`src/rtl/alu_op_issuer.sv`:
```
// alu_op_issuer: command FIFO and issue FSM for a combinational ALU.
// Commands are buffered, issued one at a time onto alu_oc/alu_a/alu_b, and the
// ALU result is captured one cycle later and held until accepted downstream.
// Divide-by-zero returns all ones with out_err set.
// Optional build macro: ALU_OP_STATS_EN adds the op_count/err_count counters.
module alu_op_issuer #(
  parameter int unsigned WIDTH = 4,
  parameter int unsigned DEPTH = 4
) (
  input  logic             clk,
  input  logic             rst_n,
  input  logic             in_valid,
  output logic             in_ready,
  input  logic [2:0]       in_oc,
  input  logic [WIDTH-1:0] in_a,
  input  logic [WIDTH-1:0] in_b,
  output logic [2:0]       alu_oc,
  output logic [WIDTH-1:0] alu_a,
  output logic [WIDTH-1:0] alu_b,
  input  logic [WIDTH-1:0] alu_f,
  output logic             out_valid,
  input  logic             out_ready,
  output logic [WIDTH-1:0] out_f,
  output logic [2:0]       out_oc,
  output logic             out_err,
  output logic [7:0]       op_count,
  output logic [7:0]       err_count
);

  localparam int unsigned AW = (DEPTH > 1) ? $clog2(DEPTH) : 1;
  localparam int unsigned CW = AW + 1;
  localparam int unsigned EW = 3 + 2 * WIDTH;
  localparam logic [2:0]  OcDiv = 3'b011;

  typedef enum logic [1:0] {StIdle, StExec, StHold} state_e;

  state_e           state_q, state_d;
  logic [EW-1:0]    mem_q [DEPTH];
  logic [AW-1:0]    wr_ptr_q, rd_ptr_q;
  logic [CW-1:0]    count_q;
  logic             empty, push, pop, capture, release_out, div_zero;
  logic [2:0]       alu_oc_q;
  logic [WIDTH-1:0] alu_a_q, alu_b_q, out_f_q;
  logic [2:0]       out_oc_q;
  logic             out_valid_q, out_err_q;

  // Ready depends only on the registered count, so a full FIFO never takes a
  // push even when the same cycle pops.
  assign in_ready = (count_q != CW'(DEPTH));
  assign empty    = (count_q == '0);
  assign push     = in_valid && in_ready;
  assign div_zero = (alu_oc_q == OcDiv) && (alu_b_q == '0);

  // FIFO storage; entries need no reset since count gates every read.
  always_ff @(posedge clk) begin
    if (push) begin
      mem_q[wr_ptr_q] <= {in_oc, in_a, in_b};
    end
  end

  // FIFO pointers and occupancy.
  always_ff @(posedge clk or negedge rst_n) begin
    if (!rst_n) begin
      wr_ptr_q <= '0;
      rd_ptr_q <= '0;
      count_q  <= '0;
    end else begin
      if (push) wr_ptr_q <= wr_ptr_q + AW'(1);
      if (pop)  rd_ptr_q <= rd_ptr_q + AW'(1);
      if (push && !pop)      count_q <= count_q + CW'(1);
      else if (!push && pop) count_q <= count_q - CW'(1);
    end
  end

  // FSM state register.
  always_ff @(posedge clk or negedge rst_n) begin
    if (!rst_n) state_q <= StIdle;
    else        state_q <= state_d;
  end

  // Next-state and control strobes.
  always_comb begin
    state_d     = state_q;
    pop         = 1'b0;
    capture     = 1'b0;
    release_out = 1'b0;
    case (state_q)
      StIdle: begin
        if (!empty) begin
          pop     = 1'b1;
          state_d = StExec;
        end
      end
      StExec: begin
        capture = 1'b1;
        state_d = StHold;
      end
      StHold: begin
        if (out_ready) begin
          release_out = 1'b1;
          if (!empty) begin
            pop     = 1'b1;
            state_d = StExec;
          end else begin
            state_d = StIdle;
          end
        end
      end
      default: state_d = StIdle;
    endcase
  end

  // Operand registers: load the FIFO head on a pop, hold otherwise.
  always_ff @(posedge clk or negedge rst_n) begin
    if (!rst_n) begin
      alu_oc_q <= '0;
      alu_a_q  <= '0;
      alu_b_q  <= '0;
    end else if (pop) begin
      {alu_oc_q, alu_a_q, alu_b_q} <= mem_q[rd_ptr_q];
    end
  end

  // Result capture and output hold.
  always_ff @(posedge clk or negedge rst_n) begin
    if (!rst_n) begin
      out_valid_q <= 1'b0;
      out_f_q     <= '0;
      out_oc_q    <= '0;
      out_err_q   <= 1'b0;
    end else if (capture) begin
      out_valid_q <= 1'b1;
      out_oc_q    <= alu_oc_q;
      out_f_q     <= div_zero ? '1 : alu_f;
      out_err_q   <= div_zero;
    end else if (release_out) begin
      out_valid_q <= 1'b0;
    end
  end

  assign alu_oc    = alu_oc_q;
  assign alu_a     = alu_a_q;
  assign alu_b     = alu_b_q;
  assign out_valid = out_valid_q;
  assign out_f     = out_f_q;
  assign out_oc    = out_oc_q;
  assign out_err   = out_err_q;

`ifdef ALU_OP_STATS_EN
  logic [7:0] op_count_q, err_count_q;

  // Result and divide-by-zero counters, stepped on each output handshake.
  always_ff @(posedge clk or negedge rst_n) begin
    if (!rst_n) begin
      op_count_q  <= '0;
      err_count_q <= '0;
    end else if (out_valid_q && out_ready) begin
      op_count_q <= op_count_q + 8'd1;
      if (out_err_q) err_count_q <= err_count_q + 8'd1;
    end
  end

  assign op_count  = op_count_q;
  assign err_count = err_count_q;
`else
  assign op_count  = '0;
  assign err_count = '0;
`endif

endmodule

```
`config.mk`:
```
export PLATFORM = sky130hd
export DESIGN_NAME = alu_op_issuer
export DESIGN_NICKNAME = d
export VERILOG_FILES = /design/src/rtl/alu_op_issuer.sv
export SDC_FILE = /design/constraint.sdc
export NUM_CORES = 1
export LEC_CHECK = 0
export CAP_MARGIN = 20
export CORE_AREA = 2 2 80 82
export CTS_CLUSTER_SIZE = 20
export DETAILED_ROUTE_END_ITERATION = 10
export DIE_AREA = 0 0 82 84
export GPL_ROUTABILITY_DRIVEN = 0
export GPL_TIMING_DRIVEN = 0
export PLACE_DENSITY = 0.77
export SLEW_MARGIN = 40
export SYNTH_ARGS = -nofsm -noshare
export SYNTH_HDL_FRONTEND = slang
export SYNTH_SLANG_ARGS = --single-unit
```
`constraint.sdc`:
```
create_clock -name clk -period 2.7 [get_ports clk]
set_input_delay 0.81 -clock clk [delete_from_list [all_inputs] [get_ports clk]]
set_output_delay 0.81 -clock clk [all_outputs]
set_load 0.01 [all_outputs]
```
==> results of run 1 <==
[timing repair]
item	CTS	global route
endpoints found under the hold margin	0	0
pin swaps	1	1
endpoints found under the setup margin	1	1
gates resized for setup	0	1
setup buffers	1	3
[where the power goes]
part | internal, µW | switching, µW | leakage (µW)
Combinational | 952 | 676 | 0.000684
Clock | 422 | 384 | 0.0000920
Sequential | 1570 | 224 | 0.000744
[sequential cells by signal (all words and copies together) (netlist names)]
register	flops
rd_ptr_q	2
out_oc	3
state_q	2
alu_b	4
count_q	3
out_err	1
out_valid	1
alu_oc	3
wr_ptr_q	2
mem_q	44
alu_a	4
out_f	4
[synthesized netlist by cell type]
library cell               count  area, µm²
sky130_fd_sc_hd__edfxtp_1     44       1321
sky130_fd_sc_hd__dfrtp_1      29      725.7
sky130_fd_sc_hd__buf_4        16      120.1
sky130_fd_sc_hd__nand2_1      12      45.04
sky130_fd_sc_hd__nor2_1       11      41.29
sky130_fd_sc_hd__mux2_4        8      120.1
sky130_fd_sc_hd__mux4_2        8      180.2
sky130_fd_sc_hd__a21oi_1       6      30.03
sky130_fd_sc_hd__inv_1         6      22.52
sky130_fd_sc_hd__ha_1          5      62.56
sky130_fd_sc_hd__mux2_2        5      56.30
sky130_fd_sc_hd__and2_1        4      25.02
sky130_fd_sc_hd__xor2_1        4      35.03
sky130_fd_sc_hd__clkbuf_1      3      11.26
sky130_fd_sc_hd__mux4_1        3      78.83
sky130_fd_sc_hd__buf_6         2      22.52
sky130_fd_sc_hd__o21ai_0       2      10.01
sky130_fd_sc_hd__xnor2_1       2      17.52
sky130_fd_sc_hd__a21boi_2      1      11.26
sky130_fd_sc_hd__and2b_1       1      7.510
sky130_fd_sc_hd__conb_1        1      3.750
sky130_fd_sc_hd__fa_1          1      20.02
sky130_fd_sc_hd__nand2b_1      1      6.260
sky130_fd_sc_hd__nand4_1       1      6.260
sky130_fd_sc_hd__nor2b_1       1      6.260
sky130_fd_sc_hd__nor3_1        1      5.000
sky130_fd_sc_hd__nor3_2        1      10.01
sky130_fd_sc_hd__nor3_4        1      16.27
sky130_fd_sc_hd__nor4b_1       1      8.760
[path summary, 6_finish.rpt]
check                                             from                endpoint  slack [ns]
max in group asynchronous                        rst_n   alu_oc[2]$_DFFE_PN0P_        1.74
worst max register to register  count_q[0]$_DFFE_PN0P_  count_q[2]$_DFFE_PN0P_        0.62
worst min-delay path             out_oc[0]$_DFFE_PN0P_   out_oc[0]$_DFFE_PN0P_        0.48
min in group asynchronous                        rst_n    out_f[1]$_DFFE_PN0P_        0.51
worst min register to register   out_oc[0]$_DFFE_PN0P_   out_oc[0]$_DFFE_PN0P_        0.48
worst max-delay path                         out_ready  count_q[1]$_DFFE_PN0P_        0.15
[area by class of cell]
cell class	instances	area, µm²	area share (%)
clock buffers	10	127.6	3.373
well taps	77	96.34	2.546
inverters	6	22.52	0.5952
plain buffers	21	153.9	4.067
clock inverters	6	60.06	1.587
repair buffers	43	415.4	10.98
flip-flops and latches	73	2047	54.10
multi-input cells	96	860.8	22.75
[kinds of logic (layout without fill, tap and decap cells)]
family / Yosys count / in the layout / synth area share, %
buffers and inverters: 27 / 86 / 5.829
AOI/OAI and AO/OA: 9 / 9 / 1.695
adders and majority gates: 6 / 6 / 2.728
other: 1 / 16 / 0.1239
xor gates and xnor gates: 6 / 6 / 1.736
DFF: 73 / 73 / 67.63
muxes: 24 / 24 / 14.39
and+or+nand+nor: 35 / 35 / 5.871
[stage by stage]
step           instance area [µm²]  TNS (ns)  power [µW]
6_report                      3784         0        4223
5_1_grt                       3784         0        4507
4_1_cts                       3760         0        4238
3_5_place_dp                  3565   -0.7651        3413
3_3_place_gp                  3570   -0.7444        3354
2_1_floorplan                 3083         0        2830
[cell usage in the layout (no fill, tap or decap), types with 2 or more instances in the layout]
cell type	Yosys	routed
sky130_fd_sc_hd__a21oi_1	6	6
sky130_fd_sc_hd__and2_1	4	4
sky130_fd_sc_hd__buf_4	16	20
sky130_fd_sc_hd__buf_6	2	2
sky130_fd_sc_hd__clkbuf_1	3	4
sky130_fd_sc_hd__clkbuf_8	0	9
sky130_fd_sc_hd__clkdlybuf4s50_1	0	38
sky130_fd_sc_hd__clkinv_2	0	3
sky130_fd_sc_hd__clkinvlp_4	0	2
sky130_fd_sc_hd__conb_1	1	16
sky130_fd_sc_hd__dfrtp_1	29	29
sky130_fd_sc_hd__edfxtp_1	44	44
sky130_fd_sc_hd__ha_1	5	5
sky130_fd_sc_hd__inv_1	6	6
sky130_fd_sc_hd__mux2_2	5	5
sky130_fd_sc_hd__mux2_4	8	8
sky130_fd_sc_hd__mux4_1	3	3
sky130_fd_sc_hd__mux4_2	8	8
sky130_fd_sc_hd__nand2_1	12	12
sky130_fd_sc_hd__nor2_1	11	11
sky130_fd_sc_hd__o21ai_0	2	2
sky130_fd_sc_hd__xnor2_1	2	2
sky130_fd_sc_hd__xor2_1	4	4
[worst max-delay path, cell delays in order]
cell                              delay (ns)
sky130_fd_sc_hd__clkdlybuf4s50_1        0.47
sky130_fd_sc_hd__and2b_2                0.25
sky130_fd_sc_hd__nor3_4                 0.14
sky130_fd_sc_hd__buf_6                  0.14
sky130_fd_sc_hd__inv_1                  0.04
sky130_fd_sc_hd__ha_1                   0.19
sky130_fd_sc_hd__inv_1                  0.07
sky130_fd_sc_hd__fa_1                   0.40
sky130_fd_sc_hd__mux2_2                 0.26
[per-layer routing]
metal	track usage, %	routed length (µm)	up-vias
met3	4.437	331	13
met1	19.00	1959	751
met5	0	0	-
li1	-	-	762
met2	24.91	2394	55
met4	9.545	103	0
==> impl_metrics.sql, run 1 <==
INSERT INTO impl_metrics (metric_group, metric, value, unit) VALUES
('detailed_routing', 'drt_wl_total', '4.789', 'mm'),
('cts', 'clock_path_buffers', '2', ''),
('floorplan', 'die_height', '84', 'µm'),
('cts', 'cts_tree', 'built', ''),
('placement', 'place_hpwl', '3.257', 'mm'),
('floorplan', 'io-pin-count', '56', ''),
('cells_and_area', 'layout-drive-gt1-share', '24.71', '%'),
('power_and_ir_drop', 'static-leakage-power', '0.001519', 'µW'),
('timing', 'fin_ws', '0.1481', 'ns'),
('power_and_ir_drop', 'max-vdd-ir-drop', '0.6021', 'mV'),
('timing', 'slew_violations', '0', ''),
('worst_hold_path', 'timing.hold.worst.class', 'flop to flop', ''),
('cells_and_area', 'final_cell_count_no_fill', '332', ''),
('floorplan', 'std_cell_core_area', '6096', 'µm²'),
('run_status', 'run_status', 'complete, no violations', ''),
('detailed_routing', 'drt_first_iter_violations', '45', ''),
('floorplan', 'start_util', '49.65', '%'),
('cells_and_area', 'final_core_util', '62.07', '%'),
('timing', 'final.period_utilization', '94.52', '%'),
('timing', 'grt_setup_unrepaired', 'no', ''),
('placement', 'dp_worst_setup_slack', '-0.4616', 'ns'),
('timing', 'finalClockSkew', '0.01038', 'ns'),
('synthesis', 'syn_avg_cell_area', '16.72', 'µm²'),
('synthesis', 'yosys_warnings', '0', ''),
('floorplan', 'std_cell_rows', '29', ''),
('setup_path', 'criticalPathCategory', 'input pin to flop', ''),
('global_route', 'grt_pass1_wl', '7.693', 'mm'),
('cts', 'clock-sinks', '73', ''),
('timing', 'tightest_slew', '0.6927', 'ns'),
('worst_hold_path', 'hold_path_depth', '2', ''),
('cells_and_area', 'syn_to_final_growth', '25.01', '%'),
('detailed_routing', 'drcViolationCount', '0', ''),
('timing', 'report.final.setup_viol', '0', ''),
('global_route', 'grt-ovfl-total', '0', ''),
('detailed_routing', 'drt-vias-per-instance', '4.762', ''),
('detailed_routing', 'detail_route.first_pass.iterations', '3', ''),
('cts', 'h-tree-depth', '3', ''),
('detailed_routing', 'route.vias.total', '1581', ''),
('global_route', 'maximum_number_of_pins_on_one_net_before_global_route_repair', '30', ''),
('placement', 'port-buffer-count', '39', ''),
('cells_and_area', 'antenna_diode_count', '0', ''),
('synthesis', 'netlist-cell-type-count', '29', ''),
('floorplan', 'chipWidth', '82', 'µm'),
('setup_path', 'cp-start-kind', 'input pin', ''),
('setup_path', 'end_kind', 'flop', ''),
('placement', 'place.detailed.instances', '312', ''),
('cells_and_area', 'finalNetCount', '275', ''),
('timing', 'finalHoldViolations', '0', ''),
('cts', 'cts_inserted_buffers', '9', ''),
('cts', 'postCtsHoldBufs', '0', ''),
('synthesis', 'syn-instance-count', '181', ''),
('run', 'max_cap_check_violation_count', '0', ''),
('cts', 'cts-root-buf', 'sky130_fd_sc_hd__clkbuf_8', ''),
('synthesis', 'ys_seq_elements', '73', ''),
('timing', 'finalWorstPathRequiredPeriod', '2.552', 'ns'),
('global_route', 'via_count_of_the_first_global_routing_pass', '1609', ''),
('timing', 'max_slew_headroom', '53.82', '%'),
('global_route', 'grt_antenna_before_repair', '0', ''),
('detailed_routing', 'average_wire_length_per_cell_after_detail_routing', '14.42', 'µm'),
('floorplan', 'design.die.area', '6888', 'µm²'),
('setup_path', 'crit_required', '2.93', 'ns'),
('timing', 'worst_hold_slack', '0.4753', 'ns'),
('synthesis', 'synthesis.area', '3027', 'µm²'),
('setup_path', 'r2r_cells', '10', ''),
('synthesis', 'yosysSeqAreaShare', '67.63', '%'),
('timing', 'max_freq', '0.3919', 'GHz'),
('cells_and_area', 'fill_cells', '483', ''),
('cts', 'clock_insertion_delay_worst_skew', '0.34', 'ns'),
('power_and_ir_drop', 'power-per-cell-area', '1116', 'nW/µm²'),
('setup_path', 'worst-endpoint-arrival', '2.78', 'ns'),
('setup_path', 'path_max_fanout', '5', ''),
('cts', 'clkSlewWorstSetupHoldPaths', '0.07', 'ns'),
('global_route', 'global_route.usage.total', '15.81', '%'),
('detailed_routing', 'drt.antenna.violating_nets', '0', '');
Power figures use the tool's default switching activity.
==> run 2, diff against run 1 <==
GPL_TIMING_DRIVEN = not set   (was 0)
==> impl_metrics.sql, run 2 (synthesis gave the netlist of run 1 again) <==
INSERT INTO impl_metrics (metric_group, metric, value, unit) VALUES
('power_and_ir_drop', 'max-vdd-ir-drop', '0.7119', 'mV'),
('cells_and_area', 'final_area', '3742', 'µm²'),
('global_route', 'via_count_of_the_first_global_routing_pass', '1511', ''),
('cells_and_area', 'largest_reg_flops', '44', ''),
('cts', 'cts-root-buf', 'sky130_fd_sc_hd__clkbuf_8', ''),
('cts', 'clkSlewWorstSetupHoldPaths', '0.07', 'ns'),
('cts', 'clock-sinks', '73', ''),
('timing', 'worst_hold_slack', '0.4916', 'ns'),
('cts', 'h-tree-depth', '3', ''),
('floorplan', 'start_util', '49.65', '%'),
('timing', 'max_freq', '0.4195', 'GHz'),
('floorplan', 'std_cell_rows', '29', ''),
('timing', 'slew_violations', '0', ''),
('detailed_routing', 'average_wire_length_per_cell_after_detail_routing', '15.07', 'µm'),
('timing', 'finalClockSkew', '0.007050', 'ns'),
('global_route', 'global_route.usage.total', '15.53', '%'),
('setup_path', 'cp-start-kind', 'input pin', ''),
('global_route', 'globalRouteMet3Util', '6.818', '%'),
('timing', 'finalWorstPathRequiredPeriod', '2.384', 'ns'),
('cts', 'postCtsHoldBufs', '0', ''),
('setup_path', 'worst_r2r_startpoint', 'count_q[1]$_DFFE_PN0P_', ''),
('cells_and_area', 'top_register', 'mem_q', ''),
('detailed_routing', 'drt_first_iter_violations', '38', ''),
('detailed_routing', 'drt.antenna.violating_nets', '0', ''),
('global_route', 'maximum_number_of_pins_on_one_net_before_global_route_repair', '30', ''),
('cells_and_area', 'layout-drive-gt1-share', '20.75', '%'),
('cells_and_area', 'syn_to_final_growth', '23.65', '%'),
('detailed_routing', 'drt-vias-per-instance', '4.858', ''),
('global_route', 'global_route_met2_utilization', '24.39', '%'),
('cells_and_area', 'antenna_diode_count', '0', ''),
('cts', 'clock_path_buffers', '2', ''),
('detailed_routing', 'route.vias.total', '1545', ''),
('cts', 'post_cts_buffers', '0', ''),
('cts', 'clock_insertion_delay_worst_skew', '0.34', 'ns'),
('timing', 'max_slew_headroom', '49.08', '%'),
('timing', 'grt_setup_unrepaired', 'no', ''),
('floorplan', 'design.die.area', '6888', 'µm²'),
('cts', 'cts_inserted_buffers', '9', ''),
('cts', 'cts_tree', 'built', ''),
('timing', 'report.final.setup_viol', '0', ''),
('global_route', 'met1_usage', '19.23', '%'),
('setup_path', 'criticalPathCategory', 'input pin to flop', ''),
('setup_path', 'end_kind', 'flop', ''),
('placement', 'port-buffer-count', '39', ''),
('global_route', 'grt-ovfl-total', '0', ''),
('worst_hold_path', 'timing.hold.worst.class', 'flop to flop', ''),
('power_and_ir_drop', 'static-leakage-power', '0.001482', 'µW'),
('power_and_ir_drop', 'power-per-cell-area', '1171', 'nW/µm²'),
('placement', 'dpl-instance-area', '3498', 'µm²'),
('setup_path', 'critical_path.reg2reg.endpoint', 'count_q[2]$_DFFE_PN0P_', ''),
('timing', 'tightest_slew', '0.7637', 'ns'),
('floorplan', 'chipWidth', '82', 'µm'),
('detailed_routing', 'drt_wl_total', '4.792', 'mm'),
('floorplan', 'std_cell_core_area', '6096', 'µm²'),
('setup_path', 'r2r_cells', '9', ''),
('setup_path', 'crit_required', '2.93', 'ns'),
('timing', 'finalHoldViolations', '0', ''),
('detailed_routing', 'drcViolationCount', '0', ''),
('global_route', 'grt_antenna_before_repair', '0', ''),
('run_status', 'run_status', 'complete, no violations', ''),
('global_route', 'grt_pass1_wl', '7.493', 'mm'),
('timing', 'final.period_utilization', '88.30', '%'),
('placement', 'place_hpwl', '3.256', 'mm'),
('cells_and_area', 'finalNetCount', '261', ''),
('run', 'max_cap_check_violation_count', '0', ''),
('cells_and_area', 'final_cell_mix', 'sky130_fd_sc_hd__edfxtp_1, sky130_fd_sc_hd__clkdlybuf4s50_1, sky130_fd_sc_hd__dfrtp_1', ''),
('detailed_routing', 'detail_route.first_pass.iterations', '4', ''),
('floorplan', 'die_height', '84', 'µm'),
('cells_and_area', 'final_common_cell', 'sky130_fd_sc_hd__edfxtp_1', ''),
('cts', 'post_cts_resize_count', '0', ''),
('setup_path', 'r2r_setup_slack', '0.73', 'ns'),
('setup_path', 'startpoint_of_the_most_critical_setup_path', 'out_ready', ''),
('setup_path', 'path_max_fanout', '2', ''),
('setup_path', 'worst_setup_path_endpoint', 'count_q[1]$_DFFE_PN0P_', ''),
('floorplan', 'io-pin-count', '56', ''),
('cells_and_area', 'fill_cells', '456', ''),
('global_route', 'grt_busiest_layer', 'met2', ''),
('setup_path', 'worst-endpoint-arrival', '2.62', 'ns'),
('worst_hold_path', 'hold_path_depth', '2', '');
[run 2: layout make-up]
| cell class | instances | area (µm²) | share of cell area [%] |
|---|---|---|---|
| clock buffers | 10 | 127.6 | 3.410 |
| clock inverters | 6 | 116.4 | 3.109 |
| inverters | 6 | 22.52 | 0.6018 |
| multi-input cells | 96 | 859.6 | 22.97 |
| flip-flops and latches | 73 | 2047 | 54.70 |
| well taps | 77 | 96.34 | 2.574 |
| repair buffers | 50 | 473.0 | 12.64 |
[run 2: per-layer routing]
metal	wire, µm	share of wire [%]	vias to the layer above
met3	315	6.6	6
met4	58	1.2	0
li1	-	-	732
met5	0	0	-
met2	2316	48	58
met1	2101	44	749
[run 2: where the power goes]
group | internal [µW] | leakage (µW) | switching [µW] | total [µW]
clock | 620 | 0.000121 | 396 | 1020
combinational | 910 | 0.000618 | 598 | 1510
sequential | 1560 | 0.000744 | 299 | 1860
total | 3090 | 0.00148 | 1290 | 4380
[run 2: worst min path at each step]
stage,startpoint,slack [ns],endpoint
2_1_floorplan,state_q[1]$_DFFE_PN0P_,0.47,out_valid$_DFFE_PN0P_
3_3_place_gp,out_oc[2]$_DFFE_PN0P_,0.46,out_oc[2]$_DFFE_PN0P_
3_5_place_dp,out_oc[2]$_DFFE_PN0P_,0.47,out_oc[2]$_DFFE_PN0P_
4_1_cts,out_oc[2]$_DFFE_PN0P_,0.49,out_oc[2]$_DFFE_PN0P_
5_1_grt,out_oc[2]$_DFFE_PN0P_,0.52,out_oc[2]$_DFFE_PN0P_
6_report,out_oc[2]$_DFFE_PN0P_,0.49,out_oc[2]$_DFFE_PN0P_
[run 2: metrics by stage]
step	cells	setup WS [ns]	TNS, ns	total power (µW)	utilization, %
finish	318	0.3160	0	4384	61.39
global route	318	0.2582	0	4661	61.39
CTS	318	0.3283	0	4445	61.39
detailed placement	302	-0.03278	-0.03278	3416	57.39
global placement	302	-0.009154	-0.009154	3353	57.39
floorplan	196	0.1998	0	2830	-
[run 2: critical path, stage by stage]
cell and delay (ns):
sky130_fd_sc_hd__clkdlybuf4s50_1 0.48, sky130_fd_sc_hd__and2b_1 0.22, sky130_fd_sc_hd__nor3_4 0.14, sky130_fd_sc_hd__inv_1 0.06, sky130_fd_sc_hd__ha_1 0.19, sky130_fd_sc_hd__inv_1 0.07, sky130_fd_sc_hd__fa_1 0.40, sky130_fd_sc_hd__mux2_2 0.26
==> run 3, diff against run 2 <==
CAP_MARGIN = not set   (was 20)
MAX_ROUTING_LAYER = met4   (was not set)
==> impl_metrics.sql, run 3 (synthesis gave the netlist of run 1 again) <==
INSERT INTO impl_metrics (metric_group, metric, value, unit) VALUES
('cts', 'cts_tree', 'built', ''),
('run', 'max_cap_check_violation_count', '0', ''),
('power_and_ir_drop', 'sequentialPowerShare', '42.4', '%'),
('power_and_ir_drop', 'internal_power', '3091', 'µW'),
('power_and_ir_drop', 'clock_power_share', '23.2', '%'),
('floorplan', 'die_height', '84', 'µm'),
('cts', 'cts-root-buf', 'sky130_fd_sc_hd__clkbuf_8', ''),
('cells_and_area', 'largest_reg_flops', '44', ''),
('cts', 'h-tree-depth', '3', ''),
('global_route', 'maximum_number_of_pins_on_one_net_before_global_route_repair', '30', ''),
('floorplan', 'design.die.area', '6888', 'µm²'),
('setup_path', 'criticalPathCategory', 'input pin to flop', ''),
('setup_path', 'crit_required', '2.93', 'ns'),
('floorplan', 'std_cell_core_area', '6096', 'µm²'),
('cells_and_area', 'final_cell_count_no_fill', '318', ''),
('placement', 'port-buffer-count', '39', ''),
('placement', 'place_hpwl', '3.256', 'mm'),
('worst_hold_path', 'hold_path_depth', '2', ''),
('timing', 'max_freq', '0.4195', 'GHz'),
('floorplan', 'chipWidth', '82', 'µm'),
('setup_path', 'cp_top_family', 'buffers and inverters', ''),
('run_status', 'run_status', 'complete, no violations', ''),
('cells_and_area', 'final_cell_mix', 'sky130_fd_sc_hd__edfxtp_1, sky130_fd_sc_hd__clkdlybuf4s50_1, sky130_fd_sc_hd__dfrtp_1', ''),
('setup_path', 'worst-endpoint-arrival', '2.62', 'ns'),
('global_route', 'global_route.usage.total', '15.90', '%'),
('cts', 'clock_insertion_delay_worst_skew', '0.34', 'ns'),
('cts', 'postCtsHoldBufs', '0', ''),
('cells_and_area', 'final_area', '3742', 'µm²'),
('timing', 'final.period_utilization', '88.29', '%'),
('detailed_routing', 'route.vias.total', '1547', ''),
('cells_and_area', 'syn_to_final_growth', '23.65', '%'),
('placement', 'place.detailed.instances', '302', ''),
('setup_path', 'r2r_cells', '9', ''),
('detailed_routing', 'drt-vias-per-instance', '4.865', ''),
('cells_and_area', 'top_register', 'mem_q', ''),
('timing', 'tightest_slew', '0.7632', 'ns'),
('global_route', 'via_count_of_the_first_global_routing_pass', '1522', ''),
('setup_path', 'path_max_fanout', '2', ''),
('setup_path', 'r2r_setup_slack', '0.72', 'ns'),
('power_and_ir_drop', 'p_sw_share', '29.49', '%'),
('timing', 'fin_ws', '0.3160', 'ns'),
('global_route', 'grt_antenna_before_repair', '0', ''),
('detailed_routing', 'drt_wl_total', '4.792', 'mm'),
('cts', 'cts_inserted_buffers', '9', ''),
('worst_hold_path', 'holdCritStartpoint', 'out_oc[2]$_DFFE_PN0P_', ''),
('power_and_ir_drop', 'max-vdd-ir-drop', '0.7120', 'mV'),
('global_route', 'grt_pass1_wl', '7.486', 'mm'),
('floorplan', 'io-pin-count', '56', ''),
('setup_path', 'crit_path_cell_trace', 'clkdlybuf4s50_1, and2b_1, nor3_4, inv_1, ha_1, inv_1, fa_1, mux2_2', ''),
('detailed_routing', 'detail_route.first_pass.iterations', '4', ''),
('cells_and_area', 'final_core_util', '61.39', '%'),
('cts', 'post_cts_buffers', '0', ''),
('setup_path', 'end_kind', 'flop', ''),
('detailed_routing', 'drt_first_iter_violations', '39', ''),
('power_and_ir_drop', 'p_switching', '1293', 'µW'),
('cts', 'clkSlewWorstSetupHoldPaths', '0.07', 'ns'),
('setup_path', 'cp_common_cell', 'sky130_fd_sc_hd__inv_1', ''),
('timing', 'finalHoldViolations', '0', ''),
('floorplan', 'start_util', '49.65', '%'),
('timing', 'finalClockSkew', '0.007050', 'ns'),
('timing', 'report.final.setup_viol', '0', ''),
('detailed_routing', 'drt.antenna.violating_nets', '0', ''),
('cells_and_area', 'layout-drive-gt1-share', '20.75', '%'),
('placement', 'dpl-instance-area', '3498', 'µm²'),
('detailed_routing', 'drcViolationCount', '0', ''),
('setup_path', 'worstPathBufferInverterCount', '3', ''),
('timing', 'worst_hold_slack', '0.4915', 'ns'),
('worst_hold_path', 'min_to', 'out_oc[2]$_DFFE_PN0P_', ''),
('power_and_ir_drop', 'pwr-share-comb', '34.4', '%'),
('floorplan', 'std_cell_rows', '29', ''),
('setup_path', 'critical_path.reg2reg.endpoint', 'count_q[2]$_DFFE_PN0P_', ''),
('timing', 'grt_setup_unrepaired', 'no', ''),
('detailed_routing', 'average_wire_length_per_cell_after_detail_routing', '15.07', 'µm'),
('setup_path', 'startpoint_of_the_most_critical_setup_path', 'out_ready', ''),
('cells_and_area', 'final_common_cell', 'sky130_fd_sc_hd__edfxtp_1', ''),
('placement', 'dp_worst_setup_slack', '-0.03278', 'ns'),
('setup_path', 'biggest_cell_delay_along_the_critical_path', '0.48', 'ns'),
('timing', 'slew_violations', '0', ''),
('cells_and_area', 'finalNetCount', '261', ''),
('setup_path', 'worst_r2r_startpoint', 'count_q[1]$_DFFE_PN0P_', ''),
('power_and_ir_drop', 'static-leakage-power', '0.001482', 'µW'),
('setup_path', 'cpMaxStageDelayCell', 'sky130_fd_sc_hd__clkdlybuf4s50_1', ''),
('cells_and_area', 'antenna_diode_count', '0', ''),
('setup_path', 'cp-start-kind', 'input pin', ''),
('power_and_ir_drop', 'power-per-cell-area', '1171', 'nW/µm²'),
('cts', 'clock_path_buffers', '2', ''),
('cts', 'clock-sinks', '73', ''),
('timing', 'max_slew_headroom', '49.12', '%'),
('timing', 'finalWorstPathRequiredPeriod', '2.384', 'ns'),
('cts', 'post_cts_resize_count', '0', ''),
('global_route', 'grt-ovfl-total', '0', ''),
('worst_hold_path', 'timing.hold.worst.class', 'flop to flop', '');
[run 3: cell counts in the layout (fill, tap and decap cells not counted)]
No cell type changed its count.
[run 3: power by group through the flow]
stage	logic, µW	clock network, µW	registers, µW
floorplan	1000	0	1830
global placement	1480	0	1880
detailed placement	1530	0	1890
CTS	1530	1040	1870
global route	1650	1090	1910
finish	1510	1020	1860
[run 3: area by class of cell]
cell class | count | area (µm²)
clock inverter | 6 | 116.4
multi-input combinational | 96 | 859.6
inverter | 6 | 22.52
tap | 77 | 96.34
fill | 456 | 2354
timing repair buffer | 50 | 473.0
clock buffer | 10 | 127.6
sequential | 73 | 2047
[run 3: stage by stage]
| stage | TNS (ns) | power, µW |
|---|---|---|
| CTS | 0 | 4445 |
| global placement | -0.009154 | 3353 |
| detailed placement | -0.03278 | 3416 |
| global route | 0 | 4659 |
| floorplan | 0 | 2830 |
| finish | 0 | 4383 |
[run 3: worst max-delay path by stage]
stage	end	slack (ns)	cells after the start
floorplan	count_q[1]$_DFFE_PN0P_	0.20	8
global placement	count_q[1]$_DFFE_PN0P_	-0.009	8
detailed placement	count_q[1]$_DFFE_PN0P_	-0.03	8
CTS	count_q[1]$_DFFE_PN0P_	0.33	8
global route	count_q[2]$_DFFE_PN0P_	0.26	10
finish	count_q[1]$_DFFE_PN0P_	0.32	8
[run 3: worst reg2reg max path: cells and delay by family (launching register included)]
family / cells / cell delay, ns
adders and majority gates: 2 / 0.52
DFF: 1 / 0.43
xor gates and xnor gates: 2 / 0.30
buffers and inverters: 2 / 0.11
and+or+nand+nor: 3 / 0.54
[run 3: layer usage]
layer | routed length, µm | track usage (%) | vias up | part of all wire (%)
met1 | 2098 | 19.15 | 751 | 44
met3 | 315 | 6.494 | 6 | 6.6
met2 | 2320 | 24.46 | 58 | 48
met5 | 0 | - | - | 0
li1 | - | - | 732 | -
met4 | 58 | 5.000 | 0 | 1.2
